### config.mk
export PLATFORM = sky130hd
export DESIGN_NAME = eth_tx_hdr_insert
export DESIGN_NICKNAME = d
export VERILOG_FILES = /design/src/rtl/eth_pkg.sv /design/src/rtl/eth_tx_hdr_insert.sv
export SDC_FILE = /design/constraint.sdc
export NUM_CORES = 1
export LEC_CHECK = 0
export ABC_AREA = 1
export BUFFER_PORTS_ARGS = -buffer_cell sky130_fd_sc_hd__buf_4
export CORE_MARGIN = 8
export CORE_UTILIZATION = 30
export CTS_CLUSTER_DIAMETER = 80
export CTS_CLUSTER_SIZE = 16
export DETAILED_ROUTE_END_ITERATION = 16
export GPL_TIMING_DRIVEN = 1
export MAX_ROUTING_LAYER = met4
export PLACE_DENSITY_LB_ADDON = 0.25
export REMOVE_ABC_BUFFERS = 1
export SYNTH_ARGS = -nofsm -noshare
export SYNTH_HDL_FRONTEND = slang
export SYNTH_SLANG_ARGS = --single-unit
### constraint.sdc
create_clock -name clk -period 1.6 [get_ports clk]
set_input_delay 0.16 -clock clk [delete_from_list [all_inputs] [get_ports clk]]
set_output_delay 0.16 -clock clk [all_outputs]
set_load 0.005 [all_outputs]
### src/rtl/eth_pkg.sv
// eth_pkg: shared Ethernet framing constants and the tx header-insert state encoding.
package eth_pkg;
    localparam int ETH_HDR_LEN = 14;
    localparam int ETH_MAC_W = 48;
    localparam int ETH_TYPE_W = 16;
    typedef enum logic [1:0] {TX_HDR_IDLE, TX_HDR_HEADER, TX_HDR_PAYLOAD} tx_hdr_state_e;
endpackage

### src/rtl/eth_tx_hdr_insert.sv
// eth_tx_hdr_insert: prepends the 14-byte Ethernet header to a payload stream for the MAC tx_axis;
// preamble, padding and FCS are left to the MAC.
module eth_tx_hdr_insert
    import eth_pkg::*;
(
    input  logic                  clk,
    input  logic                  rst_n,
    input  logic                  s_hdr_valid,
    output logic                  s_hdr_ready,
    input  logic [ETH_MAC_W-1:0]  s_eth_dest_mac,
    input  logic [ETH_MAC_W-1:0]  s_eth_src_mac,
    input  logic [ETH_TYPE_W-1:0] s_eth_type,
    input  logic [7:0]            s_payload_axis_tdata,
    input  logic                  s_payload_axis_tvalid,
    output logic                  s_payload_axis_tready,
    input  logic                  s_payload_axis_tlast,
    input  logic                  s_payload_axis_tuser,
    output logic [7:0]            m_axis_tdata,
    output logic                  m_axis_tvalid,
    input  logic                  m_axis_tready,
    output logic                  m_axis_tlast,
    output logic                  m_axis_tuser,
    output logic                  busy
);
    localparam int HDR_W = ETH_HDR_LEN * 8;
    tx_hdr_state_e state, state_d;
    logic [3:0] hdr_cnt;
    logic [HDR_W-1:0] hdr_q;
    logic slot_free, hdr_fire, hdr_load, hdr_done, pay_fire;
    assign slot_free = !m_axis_tvalid || m_axis_tready;
    assign hdr_fire = state == TX_HDR_IDLE && s_hdr_valid && s_hdr_ready;
    assign hdr_load = state == TX_HDR_HEADER && slot_free;
    assign hdr_done = hdr_load && hdr_cnt == 4'(ETH_HDR_LEN - 1);
    assign s_payload_axis_tready = state == TX_HDR_PAYLOAD && slot_free;
    assign pay_fire = s_payload_axis_tvalid && s_payload_axis_tready;
    assign busy = state != TX_HDR_IDLE || m_axis_tvalid;
    always_comb begin
        state_d = state;
        if (hdr_fire) state_d = TX_HDR_HEADER;
        if (hdr_done) state_d = TX_HDR_PAYLOAD;
        if (pay_fire && s_payload_axis_tlast) state_d = TX_HDR_IDLE;
    end
    // header is held MSB-first and shifted out one byte per free output slot
    always_ff @(posedge clk or negedge rst_n) begin
        if (!rst_n) begin
            state <= TX_HDR_IDLE;
            hdr_cnt <= '0;
            hdr_q <= '0;
            s_hdr_ready <= 1'b0;
            m_axis_tvalid <= 1'b0;
            m_axis_tdata <= '0;
            m_axis_tlast <= 1'b0;
            m_axis_tuser <= 1'b0;
        end else begin
            state <= state_d;
            s_hdr_ready <= state_d == TX_HDR_IDLE;
            if (hdr_fire) begin
                hdr_q <= {s_eth_dest_mac, s_eth_src_mac, s_eth_type};
                hdr_cnt <= '0;
            end else if (hdr_load) begin
                hdr_q <= hdr_q << 8;
                hdr_cnt <= hdr_done ? hdr_cnt : hdr_cnt + 4'd1;
            end
            if (hdr_load) begin
                m_axis_tvalid <= 1'b1;
                m_axis_tdata <= hdr_q[HDR_W-1 -: 8];
                m_axis_tlast <= 1'b0;
                m_axis_tuser <= 1'b0;
            end else if (pay_fire) begin
                m_axis_tvalid <= 1'b1;
                m_axis_tdata <= s_payload_axis_tdata;
                m_axis_tlast <= s_payload_axis_tlast;
                m_axis_tuser <= s_payload_axis_tuser;
            end else if (m_axis_tready) begin
                m_axis_tvalid <= 1'b0;
            end
        end
    end
endmodule

==> out/metrics.cfg <==
[power_and_ir_drop]
p_sw_uw=1660
irDropWorstVdd_mv=0.691
p_clk_share_pct=50.9
internal_power_uw=6210
combPwrFrac_pct=7.4
power_density_mw_per_mm2=846
seq_power_share_pct=41.8
leakagePower_uw=0.00461
swShare_pct=21.1

[hold_path]
min_path_cells=5
holdPathEnd=m_axis_tdata[4]$_DFFE_PN0P_
min_from=s_payload_axis_tdata[4]
hold_class=primary input to flip-flop

[critical_path]
cp-end-kind=flip-flop
worst-setup-path-type=flip-flop to flip-flop
rr_endpoint=hdr_q[15]$_DFFE_PN0P_
rr_worst_depth=5
r2r_slack_ns=0.08
reg2reg_from=state[1]$_DFF_PN0_
path_cells=nor2_4, nand2_4, buf_4, nand3_1, o211ai_1
arrival_ns=1.82
crit_required_ns=1.89
crit_fanout=19
cp-start-kind=flip-flop
cpPeakStageDelay_ns=0.45
crit_slowest_cell=dfrtp_1

[clock_network]
path_clk_slew_ns=0.06
cts_tree=yes
cts_root_buf=clkbuf_16
clkLatencyLatePin_ns=0.42
clkSinkCount=130
htreeDepth=4
cts_buffers=17
cts_setup_buffers=0
clockBufferDepth=2

[yosys]
syn_inst=737
yosysWarnings=0
yosysTopAreaCellShare_pct=53.5
syn_area_mm2=0.00608
synth.area.top_cells=dfrtp_1, nand3_1, nand2_1
yosysUniqueCellTypes=20
avgSynthCellArea_um2=8.25
ys_seq_area_share_pct=53.5
synth-seq-cells=130
yosysTopAreaCell=dfrtp_1

[timing]
rsz0062_at_grt=true
setup_ws_ns=0.0756
fmaxAchievable_mhz=656
tns_ns=0
hold_viol=0
relSlewSlack_pct=71.6
slew_violations=0
tightest_slew_ns=0.426
final-setup-viol-count=0
fin_worst_skew_ns=0.00850
timing.final.crit_share_pct=95.3
period_minus_slack_ns=1.52

[finish]
fin_nets=1107
utilization_pct=46.5
area_growth_pct=53.2
layout-drive-gt1-share_pct=21.0
fin_area_mm2=0.00931
n_antenna_cell=0

[status]
status=finished clean

[place]
io_buffers=140
dp_hpwl_mm=11.7
gp_congestion=0.754
placed_area_mm2=0.00754
pre_cts_ws_ns=0.0327

[routing]
postRouteAntennaNets=0
vias=6041
drt_first_pass_iters=4
routed_wirelength_mm=18.8
wl_per_cell_um=14.9
drcViolationCount=0
drt-initial-drc-count=400
routed_via_density=4.79

[global_route]
grt_overflow_total=0
grt.total_usage_pct=16.1
grt_max_degree=66
grt_pass1_vias=6104
antenna_found_initial=0
grt_first_pass_wirelength_mm=31.1

[floorplanning]
num_rows=52
die_x_um=158
dieArea_mm2=0.0251
core_area_mm2=0.0200
initial_core_util_pct=30.3
io_pins=141
die_h_um=158

[run]
cap_violations=0

critical path, delay by kind of cell, from the launching register on:
family	cells	cell delay, ns
flops	1	0.45
compound gates	1	0.09
buf+inv	1	0.28
simple gates	3	0.58
cells in the final DEF, fill, tap and decap left out:
cell type,synthesis,routed
nand4_1,2,2
o211ai_1,8,8
clkbuf_16,0,17
inv_2,3,2
buf_12,0,10
nor2_2,0,2
nor2_4,1,1
ha_1,2,2
buf_4,9,157
clkinvlp_4,0,6
xor2_1,1,1
o21ai_0,20,20
clkbuf_8,0,2
nand2_4,0,2
o21a_1,1,1
dlygate4sd3_1,0,115
dfrtp_1,130,130
clkbuf_1,23,1
clkinv_4,0,2
nand2_1,177,176
a21oi_1,1,1
nor2_1,7,5
inv_1,15,15
nand3_4,0,1
buf_6,0,1
nand3_1,306,306
clkinv_2,0,2
bufinv_16,0,3
power by group through the flow:
stage / registers [µW] / clock network, µW / logic, µW
global route: 3290 / 4230 / 631
global placement: 3350 / 0 / 362
finish: 3290 / 4000 / 580
CTS: 3290 / 4120 / 582
detailed placement: 3350 / 0 / 357
floorplan: 3350 / 0 / 8.54
worst max-delay path by stage:
stage	start	end	slack, ns	cells past startpoint
after global placement	state[1]$_DFF_PN0_	hdr_q[0]$_DFFE_PN0P_	0.07	5
after floorplan	m_axis_tvalid$_DFFE_PN0P_	m_axis_tlast$_DFFE_PN0P_	-3.10	6
final	state[1]$_DFF_PN0_	hdr_q[15]$_DFFE_PN0P_	0.08	5
after global routing	state[1]$_DFF_PN0_	hdr_q[15]$_DFFE_PN0P_	-0.04	5
after CTS	state[1]$_DFF_PN0_	hdr_q[4]$_DFFE_PN0P_	0.02	5
after detailed placement	state[1]$_DFF_PN0_	hdr_q[4]$_DFFE_PN0P_	0.03	5
sequential cells by signal (all words and copies together), names as in the netlist:
register       count
hdr_q            112
m_axis_tdata       8
hdr_cnt            4
state              2
m_axis_tlast       1
m_axis_tuser       1
m_axis_tvalid      1
s_hdr_ready        1
cell type report:
type / count / area [µm²]
Timing Repair Buffer: 283 / 2540
Clock inverter: 12 / 158
Tap cell: 270 / 338
Fill cell: 1960 / 10700
Clock buffer: 20 / 457
Sequential cell: 130 / 3250
Inverter: 18 / 68.8
Multi-Input combinational cell: 528 / 2490
Yosys cell counts:
library cell / n
nand3_1: 306
clkbuf_1: 23
xor2_1: 1
nand3_2: 1
inv_1: 15
o21ai_0: 20
a21oi_1: 1
buf_4: 9
nor2_1: 7
nand4_1: 2
nand2_1: 177
buf_1: 9
dfrtp_1: 130
o211ai_1: 8
nand2_2: 1
inv_2: 3
ha_1: 2
nor2_4: 1
buf_2: 20
o21a_1: 1
logic make-up (layout without fill, tap and decap cells):
family | Yosys count | in the layout | share of synthesized area, %
XOR/XNOR | 1 | 1 | 0.144
AND/OR/NAND/NOR | 495 | 495 | 37.2
AO/OA/AOI/OAI | 30 | 30 | 2.84
flip-flops | 130 | 130 | 53.5
buffers and inverters | 79 | 333 | 5.85
adder cells (fa/ha/maj) | 2 | 2 | 0.412
metrics by stage:
step | cells | power (µW) | hold WS [ns]
after floorplan | 676 | 3360 | -0.136
after global placement | 1114 | 3710 | 0.111
after detailed placement | 1114 | 3700 | 0.115
after CTS | 1261 | 7990 | 0.00487
after global routing | 1261 | 8150 | 0.0202
final | 1261 | 7870 | 0.0242
routing by layer:
layer  track usage (%)  vias up  part of all wire [%]
met2              22.9      175                    44
met4              4.36        0                   1.1
met1              22.6     2841                    49
met3              3.45       19                   5.5
met5                 -        -                     0
li1                  -     3006                     -
timing repair:
| action | CTS | global route |
|---|---|---|
| hold buffers | 115 | 0 |
| resized for setup | 0 | 2 |
| endpoints found under the hold margin | 147 | 0 |
| setup endpoints to repair | 0 | 52 |
(Power assumes the default switching activity.)
